<file path="config.mk">
export PLATFORM = sky130hd
export DESIGN_NAME = cp0
export DESIGN_NICKNAME = d
export VERILOG_FILES = /design/src/rtl/cp0_pkg.sv /design/src/rtl/cp0_register.sv /design/src/rtl/cp0.sv
export SDC_FILE = /design/constraint.sdc
export NUM_CORES = 1
export LEC_CHECK = 0
export ABC_AREA = 1
export CAP_MARGIN = 20
export CORE_MARGIN = 2
export CORE_UTILIZATION = 35
export DETAILED_ROUTE_END_ITERATION = 12
export GPL_TIMING_DRIVEN = 0
export PLACE_DENSITY = 0.87
export SYNTH_ARGS = -nofsm -noshare
export SYNTH_HDL_FRONTEND = slang
export SYNTH_HIERARCHICAL = 1
export SYNTH_SLANG_ARGS = --single-unit
</file>
<file path="constraint.sdc">
create_clock -name clock -period 1.4 [get_ports clock]
set_input_delay 0.14 -clock clock [delete_from_list [all_inputs] [get_ports clock]]
set_output_delay 0.14 -clock clock [all_outputs]
set_load 0.1 [all_outputs]
</file>
<file path="src/rtl/cp0_pkg.sv">
// cp0_pkg: shared definitions for the MIPS coprocessor-0 block.
//   - default register numbers for Status / Cause / EPC
//   - bit positions of the architected fields inside Status and Cause
//   - register-select decode type and helper
package cp0_pkg;

    localparam int STATUS_NUM_DEF = 12;
    localparam int CAUSE_NUM_DEF  = 13;
    localparam int EPC_NUM_DEF    = 14;

    // Status fields
    localparam int STATUS_IE_BIT  = 0;
    localparam int STATUS_EXL_BIT = 1;
    localparam int STATUS_IM_LSB  = 8;
    localparam int STATUS_IM_MSB  = 15;
    localparam int IM_W           = STATUS_IM_MSB - STATUS_IM_LSB + 1;

    // Cause field: pending timer interrupt (IP7)
    localparam int CAUSE_IP7_BIT  = 15;

    typedef enum logic [1:0] {
        SEL_NONE,
        SEL_STATUS,
        SEL_CAUSE,
        SEL_EPC
    } cp0_sel_e;

    // Map a register number onto the implemented register it selects.
    function automatic cp0_sel_e decode_reg(input logic [4:0] regnum,
                                            input logic [4:0] status_sel,
                                            input logic [4:0] cause_sel,
                                            input logic [4:0] epc_sel);
        if (regnum == status_sel)     return SEL_STATUS;
        else if (regnum == cause_sel) return SEL_CAUSE;
        else if (regnum == epc_sel)   return SEL_EPC;
        else                          return SEL_NONE;
    endfunction

endpackage

</file>
<file path="src/rtl/cp0_register.sv">
// cp0_register: W-bit register with load enable and asynchronous
// active-low clear.
//   i_clk   : rising-edge clock
//   i_rst_n : asynchronous active-low reset, clears o_q to 0
//   i_en    : load enable
//   i_d     : data loaded when i_en is high
//   o_q     : registered value
module cp0_register #(
    parameter int W = 1
) (
    input  logic         i_clk,
    input  logic         i_rst_n,
    input  logic         i_en,
    input  logic [W-1:0] i_d,
    output logic [W-1:0] o_q
);

    logic [W-1:0] r_q;

    always_ff @(posedge i_clk or negedge i_rst_n) begin
        if (!i_rst_n)
            r_q <= '0;
        else if (i_en)
            r_q <= i_d;
    end

    assign o_q = r_q;

endmodule

</file>
<file path="src/rtl/cp0.sv">
// cp0: MIPS coprocessor-0 (Status, Cause, EPC) with timer interrupt
// detection.
//   rd_data        : out, combinational read of register selected by regnum
//   EPC            : out, saved exception PC (word address)
//   TakenInterrupt : out, combinational, interrupt taken this cycle
//   wr_data        : in,  MTC0 write data
//   regnum         : in,  register select for read and write
//   next_pc        : in,  word address saved to EPC on interrupt
//   MTC0           : in,  write enable for regnum
//   ERET           : in,  exception return, clears EXL
//   TimerInterrupt : in,  level timer interrupt request
//   clock          : in,  rising-edge clock
//   reset          : in,  asynchronous active-low reset
module cp0 #(
    parameter int width      = 64,
    parameter int status_num = 12,
    parameter int cause_num  = 13,
    parameter int epc_num    = 14
) (
    output logic [width-1:0] rd_data,
    output logic [width-3:0] EPC,
    output logic             TakenInterrupt,
    input  logic [width-1:0] wr_data,
    input  logic [4:0]       regnum,
    input  logic [width-3:0] next_pc,
    input  logic             MTC0,
    input  logic             ERET,
    input  logic             TimerInterrupt,
    input  logic             clock,
    input  logic             reset
);

    import cp0_pkg::*;

    localparam logic [4:0] STATUS_SEL = 5'(status_num);
    localparam logic [4:0] CAUSE_SEL  = 5'(cause_num);
    localparam logic [4:0] EPC_SEL    = 5'(epc_num);

    cp0_sel_e         w_sel;
    logic             w_status_we;
    logic             w_epc_we;
    logic             w_taken;
    logic [IM_W:0]    w_imie;      // {IM, IE}
    logic [IM_W-1:0]  w_im;
    logic             w_ie;
    logic [0:0]       w_exl;
    logic [width-3:0] w_epc;
    logic [width-3:0] w_epc_d;
    logic             w_unused;

    assign w_sel       = decode_reg(regnum, STATUS_SEL, CAUSE_SEL, EPC_SEL);
    assign w_status_we = MTC0 && (w_sel == SEL_STATUS);
    assign w_epc_we    = MTC0 && (w_sel == SEL_EPC);

    assign w_im = w_imie[IM_W:1];
    assign w_ie = w_imie[0];

    // EXL masks further interrupts, so this is high for at most one edge
    // per interrupt until ERET.
    assign w_taken        = TimerInterrupt & w_im[IM_W-1] & w_ie & ~w_exl[0];
    assign TakenInterrupt = w_taken;

    // Status bit 1 is the read-only EXL field; MTC0 does not load it.
    assign w_unused = wr_data[STATUS_EXL_BIT];

    cp0_register #(.W(IM_W + 1)) u_imie (
        .i_clk   (clock),
        .i_rst_n (reset),
        .i_en    (w_status_we),
        .i_d     ({wr_data[STATUS_IM_MSB:STATUS_IM_LSB], wr_data[STATUS_IE_BIT]}),
        .o_q     (w_imie)
    );

    // ERET has priority: loading ~ERET clears EXL even if an interrupt
    // is taken on the same edge.
    cp0_register #(.W(1)) u_exl (
        .i_clk   (clock),
        .i_rst_n (reset),
        .i_en    (ERET | w_taken),
        .i_d     (~ERET),
        .o_q     (w_exl)
    );

    // The interrupt's return address wins over a simultaneous MTC0.
    assign w_epc_d = w_taken ? next_pc : wr_data[width-1:2];

    cp0_register #(.W(width - 2)) u_epc (
        .i_clk   (clock),
        .i_rst_n (reset),
        .i_en    (w_taken | w_epc_we),
        .i_d     (w_epc_d),
        .o_q     (w_epc)
    );

    assign EPC = w_epc;

    always_comb begin
        rd_data = '0;
        case (w_sel)
            SEL_STATUS: begin
                rd_data[STATUS_IM_MSB:STATUS_IM_LSB] = w_im;
                rd_data[STATUS_EXL_BIT]              = w_exl[0];
                rd_data[STATUS_IE_BIT]               = w_ie;
            end
            // Cause reflects the live request, independent of reset.
            SEL_CAUSE: rd_data[CAUSE_IP7_BIT] = TimerInterrupt;
            SEL_EPC:   rd_data = {w_epc, 2'b00};
            default:   rd_data = '0;
        endcase
    end

endmodule

</file>
## Word level (Yosys, flattened, before mapping)

Index checks and enable logic that the tools add are counted.

- $lt $le $gt $ge: 0
- Shifts and indexed selects: 0
- Mux-type cells: 9
- Reductions and logical operators: 2
- Divide/modulo/power cells: 0
- $add $sub $neg: 0
- Equality and inequality tests: 6
- Multipliers: 0
- Bitwise logic cells: 7

Operator list:

| cell | number |
|---|---|
| 62-bit 2-to-1 mux | 1 |
| 48-bit 2-to-1 mux | 1 |
| 5-bit by 4-bit == test with 1-bit output (second input constant) | 3 |
| 7-bit case mux with 2 select lines | 1 |
| 2-bit 2-to-1 mux | 4 |
| 6-bit 2-to-1 mux | 1 |
| 2-bit == test (second input constant) | 2 |
| 1-bit bitwise AND | 3 |
| 1-bit case mux with 3 select lines | 1 |
| 2-bit by 1-bit == test with 1-bit output (second input constant) | 1 |
| 1-bit logical AND | 2 |
| 1-bit NOT | 2 |
| 1-bit OR | 2 |

- Output and inout bits: 127
- Register bits: 72
- Memory bits (read-only): 0
- Input port bits: 136
- Memories kept: 0
- Bits in writable memories: 0
- Logic and storage cells: 27
- Latch bits: 0

## Depth between registers and ports, before layout

- Depth after elaboration: 7
- Gate-level depth with buffers: 10
- Depth with buffers taken out: 7

## Cells and area by module

Netlist, hierarchy kept.

Modules (own cells, without submodules):

| module | times used | seq. area each (um^2) | cells an instance | area each (um^2) |
|---|---|---|---|---|
| cp0_register (u_epc) | 1 | 1551.5 | 262 | 2382.3 |
| cp0 | 1 | 0.0 | 359 | 1900.6 |
| cp0_register (u_imie) | 1 | 225.2 | 38 | 341.6 |
| cp0_register (u_exl) | 1 | 25.0 | 5 | 40.0 |

## Worst setup path before layout

No wires, ideal clock.

- Path kind: register to output
- Start: register u_epc.r_q[14], in the netlist u_epc/o_q[14]
- End: output port rd_data[16]
- Buffers on the path: 0
- Slack: -1039 ps
- Cell stages (with the launch flop): 3
- Arrival time: 2299 ps
- Data required time: 1260 ps
- Cells stage by stage: dfrtp_1 -> inv_1 -> nor2_1

- Cells in the longest elaborated chain, start to end: 1

RTL lines:

| what | RTL line | text |
|---|---|---|
| start, declared | cp0_register.sv:18 | `logic [W-1:0] r_q;` |
| start signal, assigned | cp0_register.sv:24 | `r_q <= i_d;` |
| 48-bit 2-to-1 mux | cp0.sv:99 | `case (w_sel)` |
| end, declared | cp0.sv:20 | `output logic [width-1:0] rd_data,` |

Every way passes these cells.

## Worst setup path in the final report

- Start: register u_exl.r_q, in the netlist u_exl/o_q
- End: register u_epc.r_q[58], in the netlist u_epc/o_q[58]

- Cells in the longest elaborated chain, start to end: 3
- Elaborated cells on any way between the ends: 4
- Those cells by class: mux (1); bitwise (3)

RTL lines:

| what | RTL line | text |
|---|---|---|
| start, declared | cp0_register.sv:18 |  |
| start signal, assigned | cp0_register.sv:24 |  |
| 1-bit NOT (*) | cp0.sv:60 | `assign w_taken = TimerInterrupt & w_im[IM_W-1] & w_ie & ~w_exl[0];` |
| 1-bit bitwise AND (*) | cp0.sv:60 |  |
| 62-bit 2-to-1 mux or 1-bit OR (tied branches) | cp0.sv:85, cp0.sv:90 |  |

Every way passes the cells marked *; elsewhere a longest branch is shown, timed or not.
A chain may end at the register's enable or synchronous reset.

==> run_results.csv <==
group,metric,value,unit
layout,drive_above_1_share,41.9,%
power_and_ir_drop,power_frac_clock,17.9,%
critical_path,rrSetupSlack,-0.26,ns
cts,clock_latency,0.32,ns
yosys,synth-seq-area-share,38.6,%
drt,drt-pass1-iter-count,4,
yosys,netlist_instances,664,
power_and_ir_drop,switchingPower,8580,uW
die,die_y,119,microns
critical_path,required,1.61,ns
timing,fin_ws,-0.261,ns
power_and_ir_drop,comb_power_share,56.4,%
timing,rsz0062_at_grt,"true",
critical_path,r2r-end,"u_epc/o_q[58]",
global_route,antenna_found_initial,0,
run_status,status,"complete, but fails checks",
yosys,synth_fp_nets,800,
power_and_ir_drop,total_power,15300,uW
timing,timing.final.crit_share,119,%
global_route,grt_util_all_layers,24.4,%
layout,multiInputGateArea,2570,sq um
yosys,synthesis.area,4660,sq um
critical_path,reg2reg_from,"u_exl/o_q",
power_and_ir_drop,p_seq_share,25.7,%
yosys,ys_ff_latch,72,
global_route,grt_pass1_wl,27500,microns
die,die_w,119,microns
timing,worstMarginPinSlew,0.515,ns
die,core,13100,sq um
timing,post-route-min-period,1.66,ns
yosys,synth_area_per_cell,7.02,sq um
drt,drc,0,
timing,timing.slew.headroom,65.9,%
layout,n_antenna_cell,0,
yosys,yosys_warnings,6,
cts,cts.sinks,72,
layout,fin_util,70.1,%
power_and_ir_drop,power-per-cell-area,1660,nW/um^2
power_and_ir_drop,ir_drop,1.41,mV
drt,route.detailed.wl_per_inst,15.2,microns
hold_path,hp-class,"input pin to async pin",
drt,vias,5239,
drt,vias_per_cell,4.54,
global_route,grt_overflow_total,0,
layout,n_fill_cell,945,
critical_path,worstPathMaxFanout,6,
cts,root_buffer,"clkbuf_16",
drt,drt_iter0_markers,195,
cts,cts_inserted_buffers,9,
die,dieArea,14300,sq um
power_and_ir_drop,p_leak,0.00440,uW
run,cap_violations,0,
critical_path,critPathCaptureType,"flip-flop",
critical_path,path_class,"flip-flop to flip-flop",
layout,finalNetCount,1110,
layout,syn_to_final_growth,97.5,%
die,floorplan.initialDensity,35.5,%
cts,clockBufferDepth,2,
die,rows,42,
global_route,grt_pass1_vias,5308,
timing,hold_viol_final,0,
timing,maxClockFrequency,602,MHz
critical_path,worstPathArrival,1.87,ns
placement,hpwl,11700,microns
power_and_ir_drop,p_int,6690,uW
timing,timing.setup.tns,-13.36,ns
drt,antenna_left,0,
power_and_ir_drop,switching_share,56.2,%
cts,tritoncts,"yes",
critical_path,reg2regPathDepth,11,
run_status,violations,"negative setup slack",
yosys,yosysUniqueCellTypes,17,
timing,maxSlewViolCount,0,
critical_path,critPathLaunchType,"flip-flop",
layout,register_area,2010,sq um
placement,gp_congestion,0.825,
die,top_level_ports,263,
drt,wl,17600,microns
global_route,grt_max_degree,70,
placement,io_buffer_count,261,
cts,clkSlewWorstSetupHoldPaths,0.06,ns
timing,setup_viol,64,
cts,htree_levels,3,
timing,skew,0.00546,ns
-- final cells by class --
cell class	instances	share of cell area [%]
clock inverters	5	1.11
clock buffers	11	2.74
inverters	65	3.00
flip-flops and latches	72	21.9
multi-input cells	494	27.9
well taps	176	2.39
repair buffers	298	36.2
repair inverters	2	0.299
plain buffers	32	4.51
-- synthesized netlist by cell type --
master     n  area (sq um)
buf_2     13          65.1
buf_4      7          52.6
nand2_8    1          20.0
buf_12     5           100
nand4_1    1          6.26
nor2_2     1          6.26
inv_6      1          8.76
inv_1     61           229
buf_6      8          90.1
nor2_4    50           563
nand2_1  414          1550
nor2_8     2          40.0
o21ai_1    1          5.00
dfrtp_1   72          1800
inv_2      3          11.3
nand3_1   17          85.1
nor2_1     7          26.3
-- flip-flops by register name (all words and copies together) (netlist names) --
signal      flops
u_epc/o_q      62
u_imie/o_q      9
u_exl/o_q       1
-- worst max-delay path: stages, from the launching register on --
cell and delay (ns):
dfrtp_1 0.40, inv_2 0.06, nand4_1 0.13, buf_6 0.16, buf_8 0.11, o21ai_4 0.05
buf_6 0.15, buf_12 0.15, clkinv_16 0.07, clkbuf_16 0.16, nand2_1 0.05, nand2_1 0.05
-- how the worst max path moves through the flow --
stage                   from            end  slack, ns  cells after the start
2_1_floorplan  u_epc/o_q[14]    rd_data[16]      -0.07                      2
3_3_place_gp           reset  u_epc/o_q[56]      -2.89                      1
3_5_place_dp       regnum[1]    rd_data[28]      -1.39                      7
4_1_cts            u_exl/o_q  u_epc/o_q[16]      -0.24                     11
5_1_grt            u_exl/o_q  u_epc/o_q[15]      -0.33                     11
6_report           u_exl/o_q  u_epc/o_q[58]      -0.26                     11
-- cells in the final DEF (no fill, tap or decap), types with 3 or more instances in the layout --
| master | synthesis | layout |
|---|---|---|
| buf_12 | 5 | 52 |
| buf_16 | 0 | 11 |
| buf_2 | 13 | 70 |
| buf_4 | 7 | 32 |
| buf_6 | 8 | 11 |
| buf_8 | 0 | 19 |
| bufinv_16 | 0 | 3 |
| clkbuf_16 | 0 | 13 |
| clkdlybuf4s50_1 | 0 | 128 |
| dfrtp_1 | 72 | 10 |
| dfrtp_2 | 0 | 8 |
| dfrtp_4 | 0 | 54 |
| inv_1 | 61 | 59 |
| inv_2 | 3 | 3 |
| nand2_1 | 414 | 354 |
| nand2_2 | 0 | 51 |
| nand2_4 | 0 | 9 |
| nand3_1 | 17 | 15 |
| nor2_4 | 50 | 57 |
-- power groups by stage --
| stage | registers (uW) | clock network [uW] | logic, uW |
|---|---|---|---|
| floorplan | 8790 | 0 | 1590 |
| global placement | 3830 | 0 | 8710 |
| detailed placement | 3870 | 0 | 8810 |
| CTS | 3860 | 2770 | 8440 |
| global route | 4050 | 2870 | 8950 |
| finish | 3930 | 2730 | 8620 |
-- kinds of logic (layout without fill, tap and decap cells) --
family                 after synthesis  after routing  synth area share (%)
AND/OR/NAND/NOR                    493            493                  49.3
buffers and inverters               98            413                  11.9
flip-flops                          72             72                  38.6
AO/OA/AOI/OAI                        1              1                 0.107
-- layer usage --
metal,track usage (%),share of wire (%)
met5,0,0
met4,8.60,2.4
met3,4.55,6.3
met2,44.1,53
met1,28.6,38
-- timing repair --
item / CTS / global route
hold buffers: 1 / 0
endpoints found under the setup margin: 198 / 127
setup buffers: 22 / 4
hold endpoints to repair: 72 / 0
gates resized for setup: 915 / 76
pin swaps: 41 / 10
gates cloned: 7 / 5
-- metrics by stage --
stage / worst slack (ns) / instance area (sq um) / hold WS, ns / cells
2_1_floorplan: -0.0676 / 4970 / -0.156 / 664
3_3_place_gp: -2.89 / 7800 / 0.454 / 1101
3_5_place_dp: -1.39 / 7830 / -0.0489 / 1102
4_1_cts: -0.235 / 8880 / 0.157 / 1147
5_1_grt: -0.328 / 9210 / 0.159 / 1155
6_report: -0.261 / 9210 / 0.159 / 1155
Note: power is estimated with default switching activity, not from simulation.
